[src/rtl/magnetron_power_ctrl.sv]
`default_nettype none
// ============================================================================
//  Module   : magnetron_power_ctrl
//  Brief    : Cook-state machine (IDLE/COOKING/PAUSED/DONE) with door
//             interlock, pause/resume and power-level duty-cycle modulation
//             of the magnetron enable over a fixed period.
//  Revision : 1.0 - initial release
// ============================================================================
module magnetron_power_ctrl #(
  parameter int MAX_LEVEL   = 10,
  parameter int SLOT_CYCLES = 4,
  parameter int LEVEL_W     = 4
) (
  input  logic               clk,
  input  logic               resetn,
  input  logic               startn,
  input  logic               stopn,
  input  logic               clearn,
  input  logic               door_closed,
  input  logic               timer_done,
  input  logic [LEVEL_W-1:0] power_level,
  output logic               mag_on,
  output logic               cooking,
  output logic               paused,
  output logic               done,
  output logic [LEVEL_W-1:0] level_active
);

  // One modulation period spans every level slot; cnt counts through it.
  localparam int PERIOD = MAX_LEVEL * SLOT_CYCLES;
  localparam int CNT_W  = (PERIOD > 1) ? $clog2(PERIOD) : 1;
  // One extra bit so level*SLOT_CYCLES at full power never overflows.
  localparam int LIM_W  = CNT_W + 1;

  localparam logic [CNT_W-1:0]   CNT_LAST  = CNT_W'(PERIOD - 1);
  localparam logic [LEVEL_W-1:0] LEVEL_MAX = LEVEL_W'(MAX_LEVEL);

  localparam logic [1:0] S_IDLE    = 2'd0;
  localparam logic [1:0] S_COOKING = 2'd1;
  localparam logic [1:0] S_PAUSED  = 2'd2;
  localparam logic [1:0] S_DONE    = 2'd3;

  logic [1:0]         state, state_nxt;
  logic [CNT_W-1:0]   cnt, cnt_nxt;
  logic [LEVEL_W-1:0] lvl_nxt;
  logic [LEVEL_W-1:0] lvl_c;
  logic [LIM_W-1:0]   on_limit;
  logic               start_prev;
  logic               start_evt;
  logic               start_ok;

  // Falling edge of startn: a held button yields a single event.
  assign start_evt = start_prev & ~startn;

  // Out-of-range requests saturate at the top level.
  assign lvl_c = (power_level > LEVEL_MAX) ? LEVEL_MAX : power_level;

  // Common start/resume qualifiers (clear is handled by priority ordering).
  assign start_ok = start_evt & door_closed & stopn & ~timer_done & (lvl_c != '0);

  // Next-state, counter and applied-level decode with fixed priority:
  // clear > (stop or door open) > timer_done > start.
  always_comb begin
    state_nxt = state;
    cnt_nxt   = cnt;
    lvl_nxt   = level_active;
    case (state)
      S_IDLE: begin
        if (start_ok && clearn) begin
          state_nxt = S_COOKING;
          cnt_nxt   = '0;
          lvl_nxt   = lvl_c;
        end
      end
      S_COOKING: begin
        if (!clearn) begin
          state_nxt = S_IDLE;
          cnt_nxt   = '0;
          lvl_nxt   = '0;
        end else if (!stopn || !door_closed) begin
          state_nxt = S_PAUSED;
        end else if (timer_done) begin
          state_nxt = S_DONE;
        end else if (cnt == CNT_LAST) begin
          // Level changes take effect only at a period boundary.
          cnt_nxt = '0;
          lvl_nxt = lvl_c;
        end else begin
          cnt_nxt = cnt + 1'b1;
        end
      end
      S_PAUSED: begin
        if (!clearn) begin
          state_nxt = S_IDLE;
          cnt_nxt   = '0;
          lvl_nxt   = '0;
        end else if (start_ok) begin
          state_nxt = S_COOKING;
          cnt_nxt   = '0;
          lvl_nxt   = lvl_c;
        end
      end
      S_DONE: begin
        if (!clearn || !door_closed) begin
          state_nxt = S_IDLE;
          cnt_nxt   = '0;
          lvl_nxt   = '0;
        end
      end
      default: begin
        state_nxt = S_IDLE;
        cnt_nxt   = '0;
        lvl_nxt   = '0;
      end
    endcase
  end

  // State, period counter, applied level and start-button history.
  always_ff @(posedge clk or negedge resetn) begin
    if (!resetn) begin
      state        <= S_IDLE;
      cnt          <= '0;
      level_active <= '0;
      start_prev   <= 1'b1;
    end else begin
      state        <= state_nxt;
      cnt          <= cnt_nxt;
      level_active <= lvl_nxt;
      start_prev   <= startn;
    end
  end

  // On-time within the period; the door term is combinational so opening
  // the door kills the magnetron before the state machine reacts.
  assign on_limit = LIM_W'(level_active) * LIM_W'(SLOT_CYCLES);
  assign mag_on   = (state == S_COOKING) && ({1'b0, cnt} < on_limit) && door_closed;

  assign cooking = (state == S_COOKING);
  assign paused  = (state == S_PAUSED);
  assign done    = (state == S_DONE);

endmodule
`default_nettype wire

[config.mk]
export PLATFORM = sky130hd
export DESIGN_NAME = magnetron_power_ctrl
export DESIGN_NICKNAME = d
export VERILOG_FILES = /design/src/rtl/magnetron_power_ctrl.sv
export SDC_FILE = /design/constraint.sdc
export NUM_CORES = 1
export LEC_CHECK = 0
export ABC_AREA = 1
export BUFFER_PORTS_ARGS = -buffer_cell sky130_fd_sc_hd__buf_2
export CORE_MARGIN = 2
export CORE_UTILIZATION = 55
export CTS_BUF_LIST = sky130_fd_sc_hd__clkbuf_8
export DETAILED_ROUTE_END_ITERATION = 16
export GPL_TIMING_DRIVEN = 0
export PLACE_DENSITY = 0.79
export SYNTH_ARGS = -nofsm -noshare
export SYNTH_HDL_FRONTEND = slang
export SYNTH_SLANG_ARGS = --single-unit
[constraint.sdc]
create_clock -name clk -period 1.7 [get_ports clk]
set_input_delay 0.34 -clock clk [delete_from_list [all_inputs] [get_ports clk]]
set_output_delay 0.34 -clock clk [all_outputs]
set_load 0.01 [all_outputs]
Yosys cells after proc, flatten, opt, wreduce, memory -nomap -nowiden
Cells that the tools add are included.
- flip-flop bits (word level): 13
- latch bits: 0
- bits in writable memories: 0
- bits in read-only memories: 0
- bits of input ports: 11
- output and inout bits: 8
- logic and storage cells: 65
- memories kept: 0
- $add $sub $neg: 1
- multiply operators: 0
- div/mod/pow operators: 0
- order comparisons: 2
- equal/unequal tests: 11
- shifts and indexed selects: 0
- muxes and demuxes: 27
- bitwise logic cells: 7
- reduce and logical (&&, ||, !) cells: 13
- operators by type and width (kind ; count):
    6-bit two-way mux ; 8
    4-bit two-way mux ; 9
    6-bit case mux with 4 select lines ; 1
    4-bit case mux with 4 select lines ; 1
    2-bit two-way mux ; 7
    2-bit case mux with 4 select lines ; 1
    6-bit by 1-bit adder with 6-bit output (second input constant) ; 1
    6-bit equality test (second input constant) ; 1
    6-bit < comparator ; 1
    3-bit by 2-bit inequality test with 1-bit output (second input constant) ; 2
    3-bit inequality test (second input constant) ; 2
    6-bit AND reduction ; 1
    1-bit bitwise AND ; 5
    5-bit AND reduction ; 1
    2-bit equality test (second input constant) ; 2
    4-bit greater-than comparator (second input constant) ; 1
    4-bit by 3-bit inequality test with 1-bit output (second input constant) ; 1
    4-bit AND reduction ; 1
    4-bit nonzero test ; 1
    1-bit logical AND ; 3
    1-bit logical NOT ; 3
    2-bit by 1-bit equality test with 1-bit output (second input constant) ; 1
    2-bit logical NOT ; 1
    1-bit logical OR ; 2
    other kinds (3) ; 4

Logic depth before layout (Yosys ltp)
- word-level depth: 9
- depth in mapped cells: 9
- gate-level depth less buffers: 9

Worst setup path before layout
OpenSTA, ideal clock, no wires.
- kind: register to register
- from: reg state[1]
- to: reg level_active[0]
- setup time: 0.117 ns
- arrival time: 1.337 ns
- data required time: 1.583 ns
- path slack: 0.245 ns
- stages on the path, launching flop included: 9
- path buffers: 0
- period minus slack after synthesis: 1.455 ns
- cells stage by stage: dfrtp_1 inv_1 ha_1 nand2_1 inv_1 nand2_1 nand4_4 nand2_1 nand2_1
- cells in the longest elaborated chain, start to end: 3
- elaborated cells between the ends (all ways): 12
- classes of those cells: eq/ne: 9; mux: 1; reduce/logical: 2
- ends and longest elaborated chain (item ; RTL line ; source):
    start: declaration ; 43 ; logic [1:0] state, state_nxt;
    start signal: assignment ; 126 ; state <= state_nxt;
    2-bit by 1-bit equality test with 1-bit output * ; n/a ;
    named net cooking ; 23 ; output logic cooking,
    3-bit by 2-bit inequality test with 1-bit output (no source line) or 3-bit inequality test (tied branches) ; n/a ;
    6-bit AND reduction (no source line) ; n/a ;
    end signal: assignment ; 128 ; level_active <= lvl_nxt;
    end: declaration ; 26 ; output logic [LEVEL_W-1:0] level_active
The timed path passes the listed nets; every way through them passes the cells marked *.
A chain may end at the register's enable or synchronous reset.

Worst setup path after layout
- from: reg cnt[4]
- to: out mag_on
- cells in the longest elaborated chain, start to end: 3
- ends and longest elaborated chain (item ; RTL line ; source):
    start: declaration ; 44 ; logic [CNT_W-1:0] cnt, cnt_nxt;
    start signal: assignment ; 127 ; cnt <= cnt_nxt;
    6-bit < comparator ; 136 ; assign mag_on = (state == S_COOKING) && ({1'b0, cnt} < on_limit) && door_closed;
    1-bit logical AND (2 in series) ; 136 ;
    end: declaration ; 22 ; output logic mag_on,
No other way between the ends.

==> flow_summary.json <==
{
  "place_area_um2": 1150,
  "fmax_ghz": 0.593,
  "antenna_found_initial": 0,
  "drcViolationCount": 0,
  "core_region_area_um2": 1750,
  "synthTopCellsByCount": "35 x nand2_1, 26 x inv_1, 14 x nor2_1",
  "nets": 188,
  "multiInputGateArea_um2": 661,
  "areaGrowthSynthToFinish_pct": 25.2,
  "cts.sinks": 13,
  "dr_total_vias": 1011,
  "seqCellArea_um2": 328,
  "routed_via_density": 5.27,
  "rows": 15,
  "dp_hpwl_mm": 1.71,
  "rsz0062_at_grt": "yes",
  "final_util_pct": 74.1,
  "finalMaxSlewViolations": 0,
  "grt_overflow_total": 0,
  "p_per_area_nw_per_um2": 1430,
  "wl_per_cell_um": 11.8,
  "wirelength_mm": 2.27,
  "die_area_um2": 2240,
  "numCtsBuffers": 3,
  "cts_buffer_depth": 2,
  "h-tree-depth": 1,
  "synthArstFlopShare_pct": 100,
  "drtIter0Drc": 22,
  "outcome": "finished clean",
  "first_global_vias": 902,
  "worstPathRequired_ns": 1.36,
  "finalCriticalPeriod_ns": 1.69,
  "yosysSeqAreaShare_pct": 31.6,
  "max_stage_delay_ns": 0.43,
  "maxCapViolations": 0,
  "synthesis.area_per_instance_um2": 7.37,
  "worstRegToRegCells": 8,
  "final_hold_viol_count": 0,
  "peakVddDrop_mv": 0.938,
  "synth_area_leader_cell": "dfrtp_1",
  "synthesis.area_um2": 1030,
  "syn_inst": 140,
  "setup_viol": 0,
  "gp_congestion": 0.877,
  "drive_above_1_share_pct": 26.3,
  "path_class": "reg -> out",
  "stdcell_area_um2": 1290,
  "synth_warnings": 0,
  "yosysMostFrequentCell": "nand2_1",
  "setup.worst_path.start_class": "flop",
  "clock_skew_ns": 0.00406,
  "cp.arrival_ns": 1.35,
  "startpoint": "cnt[4]$_DFFE_PN0P_",
  "cp_max_fo": 4,
  "die_y_um": 47.3,
  "r2r_slack_ns": 0.14,
  "leakage_nw": 0.689,
  "die_w_um": 47.3,
  "grt_pass1_wl_mm": 3.64,
  "synth_top_area_share_pct": 29.1,
  "crit_buf_inv": 1,
  "fill_cells": 137,
  "clkTransAtPathRegs_ns": 0.06,
  "start_util_pct": 59.1,
  "synth_ff_type": "dfrtp_1",
  "cp_slowest_cell": "dfrtp_1",
  "setup_ws_ns": 0.0141,
  "synth_edf_count": 0,
  "synth_cell_type_count": 22,
  "boundaryPins": 19,
  "fin_crit_sh_pct": 99.2,
  "synth_fp_nets": 160,
  "crit_cells": 4,
  "endpoint": "mag_on",
  "firstDrtPassIters": 4,
  "grt_usage_pct": 23.1,
  "dpl_worst_slack_ns": 0.0736,
  "tightest_slew_ns": 0.304,
  "drtAntennaViolNets": 0,
  "cp_top_family": "flip-flops",
  "r2r-start": "state[1]$_DFFE_PN0P_",
  "path_cells": "ha_1 > nand2_1 > o2111a_1 > buf_2",
  "synth-seq-cells": 13,
  "n_antenna_cell": 0,
  "maxSlewHeadroom_pct": 79.7,
  "crit_path_end_kind": "primary output",
  "root_buffer": "clkbuf_8",
  "clk_latency_ns": 0.24,
  "io_buffer_count": 18,
  "cts_tree": "built",
  "synth_area_leaders": "dfrtp_1 29%, nand2_1 13%, ha_1 11%",
  "r2r_end": "level_active[2]$_DFFE_PN0P_",
  "hold_path_class": "in -> reg",
  "grt_max_degree": 14
}
==> routing by layer <==
layer	GRT usage, %	vias up	wire [um]
met2	38.9	24	1170
met3	3.46	4	78
li1	-	509	-
met1	29.2	474	1000
met5	0	-	0
met4	9.44	0	16
==> report_power, final <==
group / switching, W / internal (W) / leakage (nW) / total, W
Sequential: 0.0000804 / 0.000403 / 0.169 / 0.000483
Combinational: 0.000663 / 0.000424 / 0.493 / 0.00109
Clock: 0.000114 / 0.000160 / 0.0269 / 0.000273
==> sequential cells by signal, summed over array words and instances, names as in the netlist <==
signal	count
cnt	6
start_prev	1
level_active	4
state	2
==> cell families (layout without fill, tap and decap cells) <==
| kind of cell | after synthesis | count (layout) | synth area share (%) |
|---|---|---|---|
| and+or+nand+nor | 76 | 76 | 37.6 |
| adders and majority gates | 9 | 9 | 10.9 |
| DFF | 13 | 13 | 31.6 |
| AOI/OAI and AO/OA | 16 | 16 | 10.4 |
| buffers and inverters | 26 | 53 | 9.45 |
==> how the worst min path moves through the flow <==
stage                      start                          end  slack, ns  cells after the start
after floorplan           resetn           cnt[0]$_DFFE_PN0P_       0.04                      0
after global placement    resetn  level_active[1]$_DFFE_PN0P_       0.25                      1
after detailed placement  resetn  level_active[2]$_DFFE_PN0P_       0.25                      1
after CTS                 startn         start_prev$_DFF_PN1_       0.20                      1
after global routing      startn         start_prev$_DFF_PN1_       0.19                      1
final                     startn         start_prev$_DFF_PN1_       0.20                      1
==> metrics by stage <==
| stage | hold slack (ns) | total power, W | instances | setup TNS, ns |
|---|---|---|---|---|
| after floorplan | 0.0444 | 0.00120 | 140 | 0 |
| after global placement | 0.246 | 0.00143 | 183 | 0 |
| after detailed placement | 0.249 | 0.00146 | 183 | 0 |
| after CTS | 0.201 | 0.00177 | 192 | -0.0154 |
| after global routing | 0.194 | 0.00200 | 192 | -0.0324 |
| final | 0.201 | 0.00184 | 192 | 0 |
==> area by class of cell <==
type / instances / share of cell area [%]
inverter: 26 / 7.55
clock buffer: 3 / 3.19
tap: 25 / 2.42
multi-input combinational: 101 / 51.1
sequential: 13 / 25.4
clock inverter: 1 / 0.290
timing repair buffer: 23 / 10.1
==> placed cells by master, fill, tap and decap left out, types with 4 or more instances in the layout <==
master | Yosys | final
nand3_1 | 7 | 7
dfrtp_1 | 12 | 11
nand2_1 | 35 | 35
ha_1 | 9 | 6
o21ai_0 | 6 | 6
buf_2 | 0 | 18
nor2_1 | 14 | 14
buf_4 | 0 | 4
nand4_1 | 10 | 10
inv_1 | 26 | 25
==> repair_timing <==
action | 4_1_cts | 5_1_grt
pin swaps | 1 | 4
resized for setup | 3 | 7
endpoints found under the setup margin | 1 | 3
buffers inserted | 4 | 0
endpoints found under the hold margin | 12 | 0
hold buffers | 1 | 0
(Power assumes the default switching activity.)
